### src/rtl/automata_report_pkg.sv
// Shared types and constants for the automata report collector.
// Optional end-of-stream marker: define AUTOMATA_REPORT_END_MARKER_EN.
package automata_report_pkg;

  localparam int DEF_NUM_REPORTS = 2;
  localparam int DEF_OFFSET_W    = 32;
  localparam int REC_W           = DEF_OFFSET_W + DEF_NUM_REPORTS;
  localparam int DROP_CNT_W      = 16;

  // Record layout: {offset, reports}; reports occupy the low bits.
  localparam int REC_REPORTS_LSB = 0;

  function automatic int rec_offset_lsb(input int num_reports);
    return REC_REPORTS_LSB + num_reports;
  endfunction

  typedef enum logic [1:0] {
    COLLECT = 2'd0,
    DRAIN   = 2'd1,
    MARK    = 2'd2,
    DONE    = 2'd3
  } collector_state_t;

endpackage

### src/rtl/report_fifo.sv
// Synchronous FIFO with a registered head-of-queue output; a push into a full
// FIFO is taken only when a pop happens in the same cycle.
module report_fifo
  import automata_report_pkg::*;
#(
  parameter int WIDTH = REC_W,
  parameter int DEPTH = 16
) (
  input  logic             clk,
  input  logic             reset,
  input  logic             push,
  input  logic             pop,
  input  logic [WIDTH-1:0] din,
  output logic [WIDTH-1:0] dout,
  output logic             full,
  output logic             empty
);

  localparam int AW = $clog2(DEPTH);

  logic [WIDTH-1:0] mem [DEPTH];
  logic [AW:0]      wr_ptr;
  logic [AW:0]      rd_ptr;
  logic [AW:0]      rd_next;
  logic             wr_en;
  logic             rd_en;

  assign empty   = (wr_ptr == rd_ptr);
  assign full    = (wr_ptr[AW] != rd_ptr[AW]) && (wr_ptr[AW-1:0] == rd_ptr[AW-1:0]);
  assign rd_en   = pop && !empty;
  assign wr_en   = push && (!full || rd_en);
  assign rd_next = rd_ptr + (AW+1)'(rd_en);

  // NOTE: the storage array has no reset; only pointers and the output register
  // need a defined value, and a resettable array costs a mux per bit.
  always_ff @(posedge clk) begin
    if (wr_en) mem[wr_ptr[AW-1:0]] <= din;
  end

  always_ff @(posedge clk) begin
    if (reset) begin
      wr_ptr <= '0;
      rd_ptr <= '0;
      dout   <= '0;
    end else begin
      if (wr_en) wr_ptr <= wr_ptr + (AW+1)'(1);
      rd_ptr <= rd_next;
      // Preload the next head; a write landing on the new head goes straight through.
      if (wr_en && (rd_next == wr_ptr)) dout <= din;
      else if (rd_next != wr_ptr)       dout <= mem[rd_next[AW-1:0]];
    end
  end

endmodule

### src/rtl/automata_report_collector.sv
// Tags non-zero automata report vectors with their symbol offset and streams them out.
// Optional end-of-stream marker FSM: define AUTOMATA_REPORT_END_MARKER_EN.
module automata_report_collector
  import automata_report_pkg::*;
#(
  parameter int NUM_REPORTS = DEF_NUM_REPORTS,
  parameter int OFFSET_W    = DEF_OFFSET_W,
  parameter int FIFO_DEPTH  = 16
) (
  input  logic                   clk,
  input  logic                   reset,
  input  logic                   run,
  input  logic [NUM_REPORTS-1:0] report_vec,
  output logic                   out_valid,
  input  logic                   out_ready,
  output logic [OFFSET_W-1:0]    out_offset,
  output logic [NUM_REPORTS-1:0] out_reports,
  output logic                   overflow,
  output logic [DROP_CNT_W-1:0]  drop_count
`ifdef AUTOMATA_REPORT_END_MARKER_EN
  ,
  input  logic                   stream_end,
  output logic                   out_last
`endif
);

  localparam int REC_WIDTH  = OFFSET_W + NUM_REPORTS;
  localparam int OFFSET_LSB = rec_offset_lsb(NUM_REPORTS);

  logic [OFFSET_W-1:0]  offset_cnt;
  logic [REC_WIDTH-1:0] fifo_dout;
  logic                 capture_en;
  logic                 push;
  logic                 pop;
  logic                 full;
  logic                 empty;

  assign push = run && (|report_vec) && capture_en;
  assign pop  = !empty && out_ready;

  report_fifo #(
    .WIDTH (REC_WIDTH),
    .DEPTH (FIFO_DEPTH)
  ) u_fifo (
    .clk   (clk),
    .reset (reset),
    .push  (push),
    .pop   (pop),
    .din   ({offset_cnt, report_vec}),
    .dout  (fifo_dout),
    .full  (full),
    .empty (empty)
  );

  // The counter freezes once collection stops, so the marker offset stays stable.
  always_ff @(posedge clk) begin
    if (reset) begin
      offset_cnt <= '0;
      overflow   <= 1'b0;
      drop_count <= '0;
    end else begin
      // NOTE: state updates use non-blocking assignments so every flop samples
      // pre-edge values regardless of statement order.
      if (run && capture_en) offset_cnt <= offset_cnt + OFFSET_W'(1);
      if (push && full && !pop) begin
        overflow <= 1'b1;
        if (drop_count != '1) drop_count <= drop_count + DROP_CNT_W'(1);
      end
    end
  end

`ifdef AUTOMATA_REPORT_END_MARKER_EN
  collector_state_t state;

  assign capture_en = (state == COLLECT);

  always_ff @(posedge clk) begin
    if (reset) begin
      state <= COLLECT;
    end else begin
      unique case (state)
        COLLECT: if (stream_end) state <= DRAIN;
        DRAIN:   if (empty)      state <= MARK;
        MARK:    if (out_ready)  state <= DONE;
        DONE:    state <= DONE;
      endcase
    end
  end

  assign out_last    = (state == MARK);
  assign out_valid   = !empty || out_last;
  assign out_offset  = out_last ? offset_cnt : fifo_dout[OFFSET_LSB +: OFFSET_W];
  assign out_reports = out_last ? '0 : fifo_dout[REC_REPORTS_LSB +: NUM_REPORTS];
`else
  assign capture_en  = 1'b1;
  assign out_valid   = !empty;
  assign out_offset  = fifo_dout[OFFSET_LSB +: OFFSET_W];
  assign out_reports = fifo_dout[REC_REPORTS_LSB +: NUM_REPORTS];
`endif

endmodule

### config.mk
export PLATFORM = sky130hd
export DESIGN_NAME = automata_report_collector
export DESIGN_NICKNAME = d
export VERILOG_FILES = /design/src/rtl/automata_report_pkg.sv /design/src/rtl/report_fifo.sv /design/src/rtl/automata_report_collector.sv
export SDC_FILE = /design/constraint.sdc
export NUM_CORES = 1
export LEC_CHECK = 0
export CELL_PAD_IN_SITES_DETAIL_PLACEMENT = 1
export CELL_PAD_IN_SITES_GLOBAL_PLACEMENT = 1
export CORE_MARGIN = 8
export CORE_UTILIZATION = 40
export CTS_BUF_LIST = sky130_fd_sc_hd__clkbuf_8
export DETAILED_ROUTE_END_ITERATION = 6
export GPL_ROUTABILITY_DRIVEN = 0
export PLACE_DENSITY = 0.69
export RECOVER_POWER = 100
export SLEW_MARGIN = 20
export SYNTH_ARGS = -nofsm -noshare
export SYNTH_HDL_FRONTEND = slang
export SYNTH_SLANG_ARGS = --single-unit
### constraint.sdc
create_clock -name clk -period 14.7 [get_ports clk]
set_input_delay 3.675 -clock clk [delete_from_list [all_inputs] [get_ports clk]]
set_output_delay 3.675 -clock clk [all_outputs]
set_load 0.005 [all_outputs]
# Word level (Yosys, flattened, before mapping)
# Memory sizes are Yosys's and may differ from the RTL's.
# Cells that the tools add are included.
dict set report totals {
  ramBits 544
  word_cells 36
  ff_bits 93
  input_bits 6
  output_inout_bits 52
  n_memories 1
}
# name words width rd rd_ports_with_merged_regs write_ports line
set memory_table {}
lappend memory_table {u_fifo.mem 16 34 1 0 1 report_fifo.sv:21} ;# logic [WIDTH-1:0] mem [DEPTH];
dict set report op_classes {
  addsub 4
  muxes 4
  n_reduce_logical 15
  eq_ne 6
}
# op n
set op_table {}
lappend op_table {{2-to-1 mux 34 bit} 2}
lappend op_table {{adder 32 x 1 -> 32 bit (second input constant)} 1}
lappend op_table {{adder 16 x 1 -> 16 bit (second input constant)} 1}
lappend op_table {{inequality test 16 bit (second input constant)} 1}
lappend op_table {{equality test 5 bit} 2}
lappend op_table {{logical AND 1 bit} 8}
lappend op_table {{adder 5 x 1 -> 5 bit} 1}
lappend op_table {{adder 5 x 1 -> 5 bit (second input constant)} 1}
lappend op_table {{inequality test 5 bit} 1}
lappend op_table {{equality test 4 bit} 1}
lappend op_table {{zero test 1 bit} 3}
lappend op_table {{2-to-1 mux 1 bit} 2}
lappend op_table {{AND reduction 2 bit} 1}
lappend op_table {{nonzero test 2 bit} 1}
lappend op_table {{OR reduction 2 bit} 1}
lappend op_table {{logical OR 1 bit} 1}
lappend op_table {{inequality test 1 bit} 1}

# Longest topological paths before layout
# Gate-level depths: netlist of the first run.
dict set report depth {
  depth_word 8
  ltp_mapped 16
  depth_no_buf 11
}

# By module
# A second synthesis of the first run with hierarchy kept.
dict set report hier_totals {
  cells_unflattened 1471
  hier_area_um2 25449.4
}
# mod seq_area_each_um2 instances cells_each area_per_inst_um2
set by_module_without_submodules {}
lappend by_module_without_submodules {report_fifo 17216.5 1 1176 22875.7}
lappend by_module_without_submodules {automata_report_collector 980.9 1 295 2573.7}

# Worst setup path before layout of the first run
# No wires, ideal clock.
dict set report synth_path {
  path_type {in2reg}
  start {in run}
  end {mem u_fifo.mem[0][0] (netlist name) (enable)}
  arrival_ps 7032
  path_stages 7
  n_path_buf 3
  path_slack_ps 7200
  required_time_ps 14232
  setup_ps 468
  path_cell_list {buf_4 o21ai_0 a21oi_1 buf_2 buf_2 nand2_1 nor3_1}
}
dict set report synth_between {
  elab_chain_cells 4
}
# item line
set synth_lines {}
lappend synth_lines {{from (decl)} automata_report_collector.sv:12} ;# input logic run,
lappend synth_lines {{logical AND 1 bit} automata_report_collector.sv:38} ;# assign push = run && (|report_vec) && capture_en;
lappend synth_lines {{logical AND 1 bit} report_fifo.sv:31} ;# assign wr_en = push && (!full || rd_en);
lappend synth_lines {{2-to-1 mux 1 bit} report_fifo.sv:37} ;# if (wr_en) mem[wr_ptr[AW-1:0]] <= din;
lappend synth_lines {{2-to-1 mux 1 bit (not written as such)} report_fifo.sv:37}
lappend synth_lines {{to (decl)} report_fifo.sv:21}
# Every way passes these cells.

# Worst setup path after layout of the first run
dict set report layout_path {
  start {in run}
  end {mem u_fifo.mem[4][9] (netlist name) (enable)}
}
# Same word-level chain as after synthesis.

==> results of run 1 <==
metal layers:
layer	vias to the layer above	part of all wire (%)
li1	6054	-
met3	82	6.1
met4	0	1.6
met2	414	48
met1	7466	44
met5	-	0
cell families after synthesis:
kind of cell	synth area share, %
AO/OA/AOI/OAI	3.36
buffers and inverters	1.71
flip-flops	72.8
adder cells (fa/ha/maj)	0.401
XOR/XNOR	1.34
AND/OR/NAND/NOR	7.85
multiplexers	12.5
worst register-to-register path: stages, from the launching register on:
cell,delay (ps)
dfxtp_1,630
xnor2_2,180
and4_1,360
nand2_1,130
and2_0,230
ha_4,900
clkbuf_1,2880
buf_6,810
mux4_2,660
nand2_1,90
nand3_1,100
a21oi_1,180
a311oi_1,70
registers in the layout (all words and copies together), names as in the netlist:
register,count
u_fifo.rd_ptr,5
u_fifo.mem,544
u_fifo.dout,34
u_fifo.wr_ptr,5
drop_count,16
overflow,1
offset_cnt,32
cells in the final DEF, fill, tap and decap left out, drive strengths merged, types with 5 or more instances in the layout:
cell	n
mux4	137
or4	13
nor3	13
edfxtp	544
clkbuf	141
dlygate4sd3	56
a21oi	62
dfxtp	93
a311oi	35
nand3	85
inv	50
o31ai	9
or3	16
nor2b	5
nand4	13
and4	5
nor2	45
clkinv	31
o21ai	18
xnor2	22
ha	8
nand2	221
xor2	11
buf	12
cell type report:
cell class / count / area, um2 / area share, %
inverter: 11 / 41.3 / 0.145
multi-input combinational: 747 / 6510 / 22.8
tap: 837 / 1050 / 3.67
sequential: 637 / 18200 / 63.7
clock inverter: 75 / 370 / 1.30
timing repair buffer: 88 / 729 / 2.55
clock buffer: 121 / 1670 / 5.83
where the power goes:
group	internal (W)	switching, W	leakage (nW)
combinational	0.000303	0.000339	2.11
sequential	0.00200	0.0000457	6.56
clock	0.000785	0.000705	1.18
worst max path at each step:
stage	start	end	slack (ps)	cells past startpoint
floorplan	run	u_fifo.mem[0][0]	7200	7
global route	run	u_fifo.mem[4][9]	3540	8
CTS	out_ready	u_fifo.dout[14]	6890	10
finish	run	u_fifo.mem[4][9]	3780	8
detailed placement	out_ready	u_fifo.dout[14]	6150	10
global placement	out_ready	u_fifo.dout[14]	6180	10
stage by stage:
| stage | std cells | utilization (%) | power [W] | hold WS, ps |
|---|---|---|---|---|
| after floorplan | 1482 | - | 0.00251 | 442 |
| after global placement | 2320 | 43.2 | 0.00275 | 434 |
| after detailed placement | 2320 | 43.2 | 0.00275 | 450 |
| after CTS | 2516 | 46.5 | 0.00425 | 460 |
| after global routing | 2516 | 46.3 | 0.00436 | 481 |
| final | 2516 | 46.3 | 0.00418 | 451 |
==> flow_summary.ini, run 1 <==
[die]
die_width_um = 266
core_area_mm2 = 0.0617
die_area_mm2 = 0.0707
ioPinCount = 58
start_util_pct = 40.5
die_y_um = 266
num_rows = 91

[routing]
dr_total_vias = 14000
wl_um = 65000
drt-vias-per-instance = 5.57
drc = 0
drtAntennaViolNets = 0
avgRoutedWirePerCell_um = 25.8
drt-pass1-iter-count = 5
drt_iter0_drc = 1311

[layout]
drive_above_1_share_pct = 18.6
fin_nets = 1603
postLayoutCellArea_mm2 = 0.0286
area_growth_pct = 14.3
fillers = 6025
n_antenna_cell = 0

[yosys]
syn-num-nets = 1496
synth_top_cells_by_count = 544 x edfxtp_1, 221 x nand2_1, 137 x mux4_2
synth_top_area_share_pct = 65.4
synth.most_common_cell = edfxtp_1
yosys.area.top_type = edfxtp_1
syn_inst = 1482
yosysWarningCount = 0
avgSynthCellArea_um2 = 16.9
synth_cell_types = 47
synth.top_cells.by_area = edfxtp_1 65%, mux4_2 12%, dfxtp_1 7.5%, nand2_1 3.3%, nand3_1 1.7%
async_reset_ff_share_pct = 0
synth_seq_cells = 637
synth_area_mm2 = 0.0250
synth-seq-area-share_pct = 72.8
synth_ff_type = edfxtp_1
synth_edf_count = 544

[global_route]
grt_overflow = 0
grt_max_degree = 71
grt_pass1_wl_um = 97200
first_global_vias = 14900
met2_usage_pct = 29.9
grt_usage_pct = 18.3
met3_usage_pct = 3.32
top_usage_layer = met2
use_met1_pct = 25.3
antenna_found_initial = 0

[placed_design]
dp_slack_ps = 6150
place_area_mm2 = 0.0267
portBuffers = 57
dp_hpwl_um = 32400

[outcome]
violations = max-capacitance violations, max-slew violations
status = complete, but fails checks

[timing]
period_needed_ps = 10920
fin_ws_ps = 3780
drv_slew = 586
finClkSkew_ps = 23.2
hold_viol_final = 0
setup-violations-final = 0
max_slew_margin_pct = -166
fmax_ghz = 0.0915
period_share_pct = 74.3
grt_setup_unrepaired = false
tns_ps = 0
worstMarginPinSlew_ps = 4000

[critical_path]
ff2ff_path_depth = 12
required_ps = 14930
cp_common_cell = clkbuf_1
reg2reg_from = u_fifo.rd_ptr[3]
regToRegSetupSlack_ps = 7210
cp_num_buf_inv = 4
r2r-end = u_fifo.dout[13]
slowest_stage = clkbuf_1
crit_path_end_kind = flip-flop
crit_path_start_kind = input pin
cp.arrival_ps = 11150
slowest_delay_ps = 2240
worstPathMaxFanout = 39
cp_top_family = buffers and inverters
cp_cell_sequence = dlygate4sd3_1 > clkbuf_1 > o21ai_0 > a21oi_4 > clkbuf_1 > nand2_1 > nor2_1 > clkbuf_1
path_class = in2reg

[clocking]
insertion_delay_ps = 680
cts_tree = built
clkTransAtPathRegs_ps = 60
cts_root_buf = clkbuf_8
cts_setup_buffers = 0
cts-buffers-inserted = 104
cts.sinks = 637
cts_htree_levels = 3
cts_buffer_depth = 3
hold_buffers = 0
postCtsResizedCells = 0

[hold_path]
hold_path.class = reg2reg
holdPathStages = 2
hold_path_end = overflow
worstHoldStart = overflow

[power]
p_per_area_mw_per_mm2 = 146
power_leakage_nw = 9.85
ir_worst_vdd_mv = 0.0928

[flow_run]
drv_cap = 18
Note: power is estimated with default switching activity, not from simulation.
==> inputs of run 2 (changes only) <==
clock period = 10.4 ns   (was 14.7 ns; I/O delays follow)
==> run 2 against run 1 <==
  * The flow still finishes with violations (max-capacitance violations, max-slew violations)
  * Setup slack got worse by 1400 ps
  * Clock-buffer cell count shrank 1
  * Critical path type unchanged
  * Cell area is 0.15% lower
  * Clock skew is 24 ps higher
  * Cell count barely moved
  * Largest power group unchanged
  * Hold slack improved by 11 ps
  * Sequential cell count is the same
  * Die area unchanged
  * Highest routed layer unchanged
  * First-iteration DRC count decreased by 1.1%
==> flow_summary.ini, run 2 (synthesis results as in run 1) <==
[outcome]
status = complete, but fails checks
violations = max-capacitance violations, max-slew violations

[power]
total_power_w = 0.00588
ir_worst_vdd_mv = 0.178
p_per_area_mw_per_mm2 = 206
power_leakage_nw = 9.85

[critical_path]
cp_num_buf_inv = 3
reg2reg_from = u_fifo.rd_ptr[3]
required_ps = 10650
cp_top_family = buffers and inverters
path_depth = 7
ff2ff_path_depth = 13
r2r-end = u_fifo.dout[33]
crit_path_end_kind = flip-flop
crit_path_start_kind = input pin
path_class = in2reg
regToRegSetupSlack_ps = 3670
slowest_delay_ps = 1760
slowest_stage = clkbuf_1
worstPathMaxFanout = 39
cp_cell_sequence = dlygate4sd3_1 > o21ai_0 > a21oi_4 > buf_4 > nand2_1 > nor2_1 > clkbuf_1
cp.arrival_ps = 8270

[routing]
avgRoutedWirePerCell_um = 25.7
drt-vias-per-instance = 5.61
drt-pass1-iter-count = 7
drt_iter0_drc = 1296
drc = 0
drtAntennaViolNets = 0
wl_um = 64700
dr_total_vias = 14100

[timing]
period_needed_ps = 8020
worstMarginPinSlew_ps = 4590
period_share_pct = 77.1
hold_viol_final = 0
max_slew_margin_pct = -206
tns_ps = 0
drv_slew = 647
fmax_ghz = 0.125
finClkSkew_ps = 46.8
setup-violations-final = 0
grt_setup_unrepaired = false

[clocking]
insertion_delay_ps = 720
cts_tree = built
cts-buffers-inserted = 103
cts_setup_buffers = 0
hold_buffers = 0
cts.sinks = 637
postCtsResizedCells = 0
cts_root_buf = clkbuf_8
cts_buffer_depth = 3
cts_htree_levels = 3
clkTransAtPathRegs_ps = 50

[layout]
fillers = 6018
area_growth_pct = 14.1
drive_above_1_share_pct = 18.4
final_cell_mix = 544 x edfxtp_1, 221 x nand2_1, 137 x mux4_2, 120 x clkbuf_8, 93 x dfxtp_1
seq_area_mm2 = 0.0182
final_common_cell = edfxtp_1
n_antenna_cell = 0
stdcell_count = 2515
largest_reg_flops = 544
fin_nets = 1604
multi_input_area_mm2 = 0.00648

[die]
num_rows = 91
start_util_pct = 40.5
ioPinCount = 58
die_y_um = 266
core_area_mm2 = 0.0617
die_area_mm2 = 0.0707
die_width_um = 266

[hold_path]
holdPathStages = 2
hold_path_end = overflow
hold_path.class = reg2reg
worstHoldStart = overflow

[global_route]
grt_usage_pct = 18.2
grt_overflow = 0
antenna_found_initial = 0
first_global_vias = 15100
grt_max_degree = 78
grt_pass1_wl_um = 97300

[flow_run]
drv_cap = 28

[placed_design]
portBuffers = 57
dp.cells = 2322
dp_hpwl_um = 33600
==> run 2: changes by cell type in the layout (fill, tap and decap cells not counted), moves of 3 or more <==
cell	change
clkinv_1	-4
clkbuf_1	+3
clkinv_2	+3
nor2_1	+3
nor2_4	-3
==> run 2: worst min-delay path: cells and delay by family (launching register included) <==
| kind | cells | cell delay [ps] |
|---|---|---|
| AOI/OAI and AO/OA | 1 | 50 |
| DFF | 1 | 310 |
| buffers and inverters | 1 | 50 |
==> run 2: power breakdown <==
group	switching, W	leakage, nW	internal, W	total (W)
combinational	0.000485	2.11	0.000421	0.000906
clock	0.000981	1.18	0.00110	0.00208
sequential	0.0000628	6.56	0.00283	0.00289
==> run 2: metal layers <==
metal	share of wire [%]	vias to the layer above	track usage [%]	routed length, um
li1	-	6063	-	-
met1	43	7487	24.3	27700
met2	49	476	30.3	31900
met3	6.0	92	3.52	3880
met4	1.9	0	5.47	1260
met5	0	-	0	0
==> run 2: metrics by stage <==
step / utilization (%) / cell area, um2 / hold WS [ps] / setup WS [ps]
CTS: 46.5 / 28700 / 476 / 4310
global route: 46.2 / 28500 / 491 / 2120
detailed placement: 43.3 / 26700 / 466 / 3590
global placement: 43.3 / 26700 / 436 / 3660
floorplan: - / 25000 / 442 / 3980
finish: 46.2 / 28500 / 462 / 2380
==> run 2: cell type report <==
class	instances	share of cell area, %
clock inverters	73	1.27
well taps	837	3.67
multi-input cells	747	22.7
inverters	11	0.145
clock buffers	120	5.79
repair buffers	90	2.60
flip-flops and latches	637	63.8
==> run 2: worst max path at each step <==
stage	from	to	slack (ps)
finish	report_vec[0]	u_fifo.mem[4][24]	2380
global route	report_vec[1]	u_fifo.mem[4][25]	2120
CTS	out_ready	u_fifo.dout[8]	4310
global placement	out_ready	u_fifo.dout[9]	3660
floorplan	run	u_fifo.mem[0][0]	3980
detailed placement	report_vec[1]	u_fifo.mem[4][26]	3590
==> inputs of run 3 (changes only) <==
clock period = 7.57 ns   (was 10.4 ns; I/O delays follow)
==> run 3 against run 2 <==
  * The flow still finishes with violations (max-capacitance violations, max-slew violations)
  * Clock-buffer cell count shrank 7
  * Global-route usage shrank 0.69 points
  * Combinational power grew 38%
  * Critical path depth shrank 1
  * Clock skew shrank 8.3 ps
  * Core utilization grew 0.10 points
  * Cell area grew 0.22%
  * Die area is the same
  * Largest cell class unchanged
==> flow_summary.ini, run 3 (synthesis results as in run 1) <==
[hold_path]
hold_path_end = overflow
hold_path.class = reg2reg
holdPathStages = 2
worstHoldStart = overflow

[timing]
tns_ps = 0
grt_setup_unrepaired = false
period_needed_ps = 6130
hold_viol_final = 0
fin_ws_ps = 1440
max_slew_margin_pct = -68.4
worstMarginPinSlew_ps = 2530
drv_slew = 157
period_share_pct = 81.0
setup-violations-final = 0
finClkSkew_ps = 38.5
fmax_ghz = 0.163

[critical_path]
reg2reg_from = u_fifo.wr_ptr[2]
worstPathMaxFanout = 19
path_class = in2reg
regToRegSetupSlack_ps = 3020
crit_path_start_kind = input pin
ff2ff_path_depth = 6
cp.arrival_ps = 6410
r2r-end = u_fifo.mem[1][25]
cp_top_family = buffers and inverters
cp_cell_sequence = dlygate4sd3_1 > o21ai_0 > a21oi_1 > nand2_1 > nor3_2 > clkbuf_1
crit_path_end_kind = flip-flop
cp_num_buf_inv = 2
slowest_delay_ps = 1210
slowest_stage = a21oi_1
required_ps = 7850

[layout]
final_common_cell = edfxtp_1
fillers = 6045
drive_above_1_share_pct = 19.0
n_antenna_cell = 0
final_cell_mix = 544 x edfxtp_1, 221 x nand2_1, 137 x mux4_2, 113 x clkbuf_8, 93 x dfxtp_1
seq_area_mm2 = 0.0182
largest_reg_flops = 544
fin_util_pct = 46.3
fin_nets = 1609
multi_input_area_mm2 = 0.00651
area_growth_pct = 14.4

[die]
die_y_um = 266
core_area_mm2 = 0.0617
num_rows = 91
start_util_pct = 40.5
ioPinCount = 58
die_area_mm2 = 0.0707
die_width_um = 266

[global_route]
first_global_vias = 14900
grt_overflow = 0
grt_pass1_wl_um = 94400
grt_max_degree = 71
antenna_found_initial = 0
grt_usage_pct = 17.6

[clocking]
postCtsResizedCells = 0
cts_htree_levels = 3
cts-buffers-inserted = 104
insertion_delay_ps = 710
cts_setup_buffers = 0
cts_tree = built
cts.sinks = 637
clkTransAtPathRegs_ps = 60
cts_buffer_depth = 3
hold_buffers = 0
cts_root_buf = clkbuf_8

[routing]
wl_um = 61900
dr_total_vias = 13800
drc = 0
drt_iter0_drc = 1153
drt-pass1-iter-count = 5
drtAntennaViolNets = 0
avgRoutedWirePerCell_um = 24.5
drt-vias-per-instance = 5.47

[placed_design]
dp_slack_ps = 1900
portBuffers = 57
dp_hpwl_um = 35100

[power]
ir_worst_vdd_mv = 0.211
p_per_area_mw_per_mm2 = 280
power_leakage_nw = 9.87

[outcome]
status = complete, but fails checks
violations = max-capacitance violations, max-slew violations

[flow_run]
drv_cap = 8
==> run 3: per-stage QoR <==
stage	total power [W]	hold WS, ps	instance area (um2)	cells
after global placement	0.00533	438	26700	2324
after CTS	0.00816	453	28700	2521
after detailed placement	0.00536	445	26800	2325
after floorplan	0.00487	442	25000	1482
final	0.00801	446	28600	2522
after global routing	0.00835	479	28600	2522
==> run 3: worst max path at each step <==
stage / endpoint / startpoint / slack, ps / depth (start not counted)
after global routing: u_fifo.mem[1][25] / report_vec[0] / 1250 / 6
after floorplan: u_fifo.mem[0][0] / run / 1850 / 7
after CTS: u_fifo.mem[4][14] / report_vec[0] / 2650 / 6
final: u_fifo.mem[1][25] / report_vec[0] / 1440 / 6
after global placement: u_fifo.mem[10][16] / report_vec[1] / 2110 / 6
after detailed placement: u_fifo.mem[4][20] / report_vec[0] / 1900 / 6
==> run 3: area by class of cell <==
type	count	area share (%)
clock inverter	83	1.36
multi-input combinational	747	22.8
tap	837	3.66
clock buffer	113	5.44
inverter	11	0.144
timing repair buffer	94	2.95
sequential	637	63.7
==> run 3: routing by layer <==
| layer | share of wire [%] | routed length (um) | vias up | track usage (%) |
|---|---|---|---|---|
| met3 | 5.0 | 3070 | 79 | 3.13 |
| li1 | - | - | 6076 | - |
| met1 | 44 | 27200 | 7292 | 23.4 |
| met2 | 49 | 30400 | 356 | 29.4 |
| met5 | 0 | 0 | - | 0 |
| met4 | 1.8 | 1120 | 0 | 5.19 |
==> run 3: power by group <==
part / internal [W] / switching (W)
sequential: 0.00388 / 0.0000803
combinational: 0.000593 / 0.000658
clock: 0.00142 / 0.00138
total: 0.00589 / 0.00212
==> run 3: tightest hold or removal path, delay by kind of cell (launching register included) <==
family	cells	cell delay, ps
DFF	1	300
AOI/OAI and AO/OA	1	50
buffers and inverters	1	50
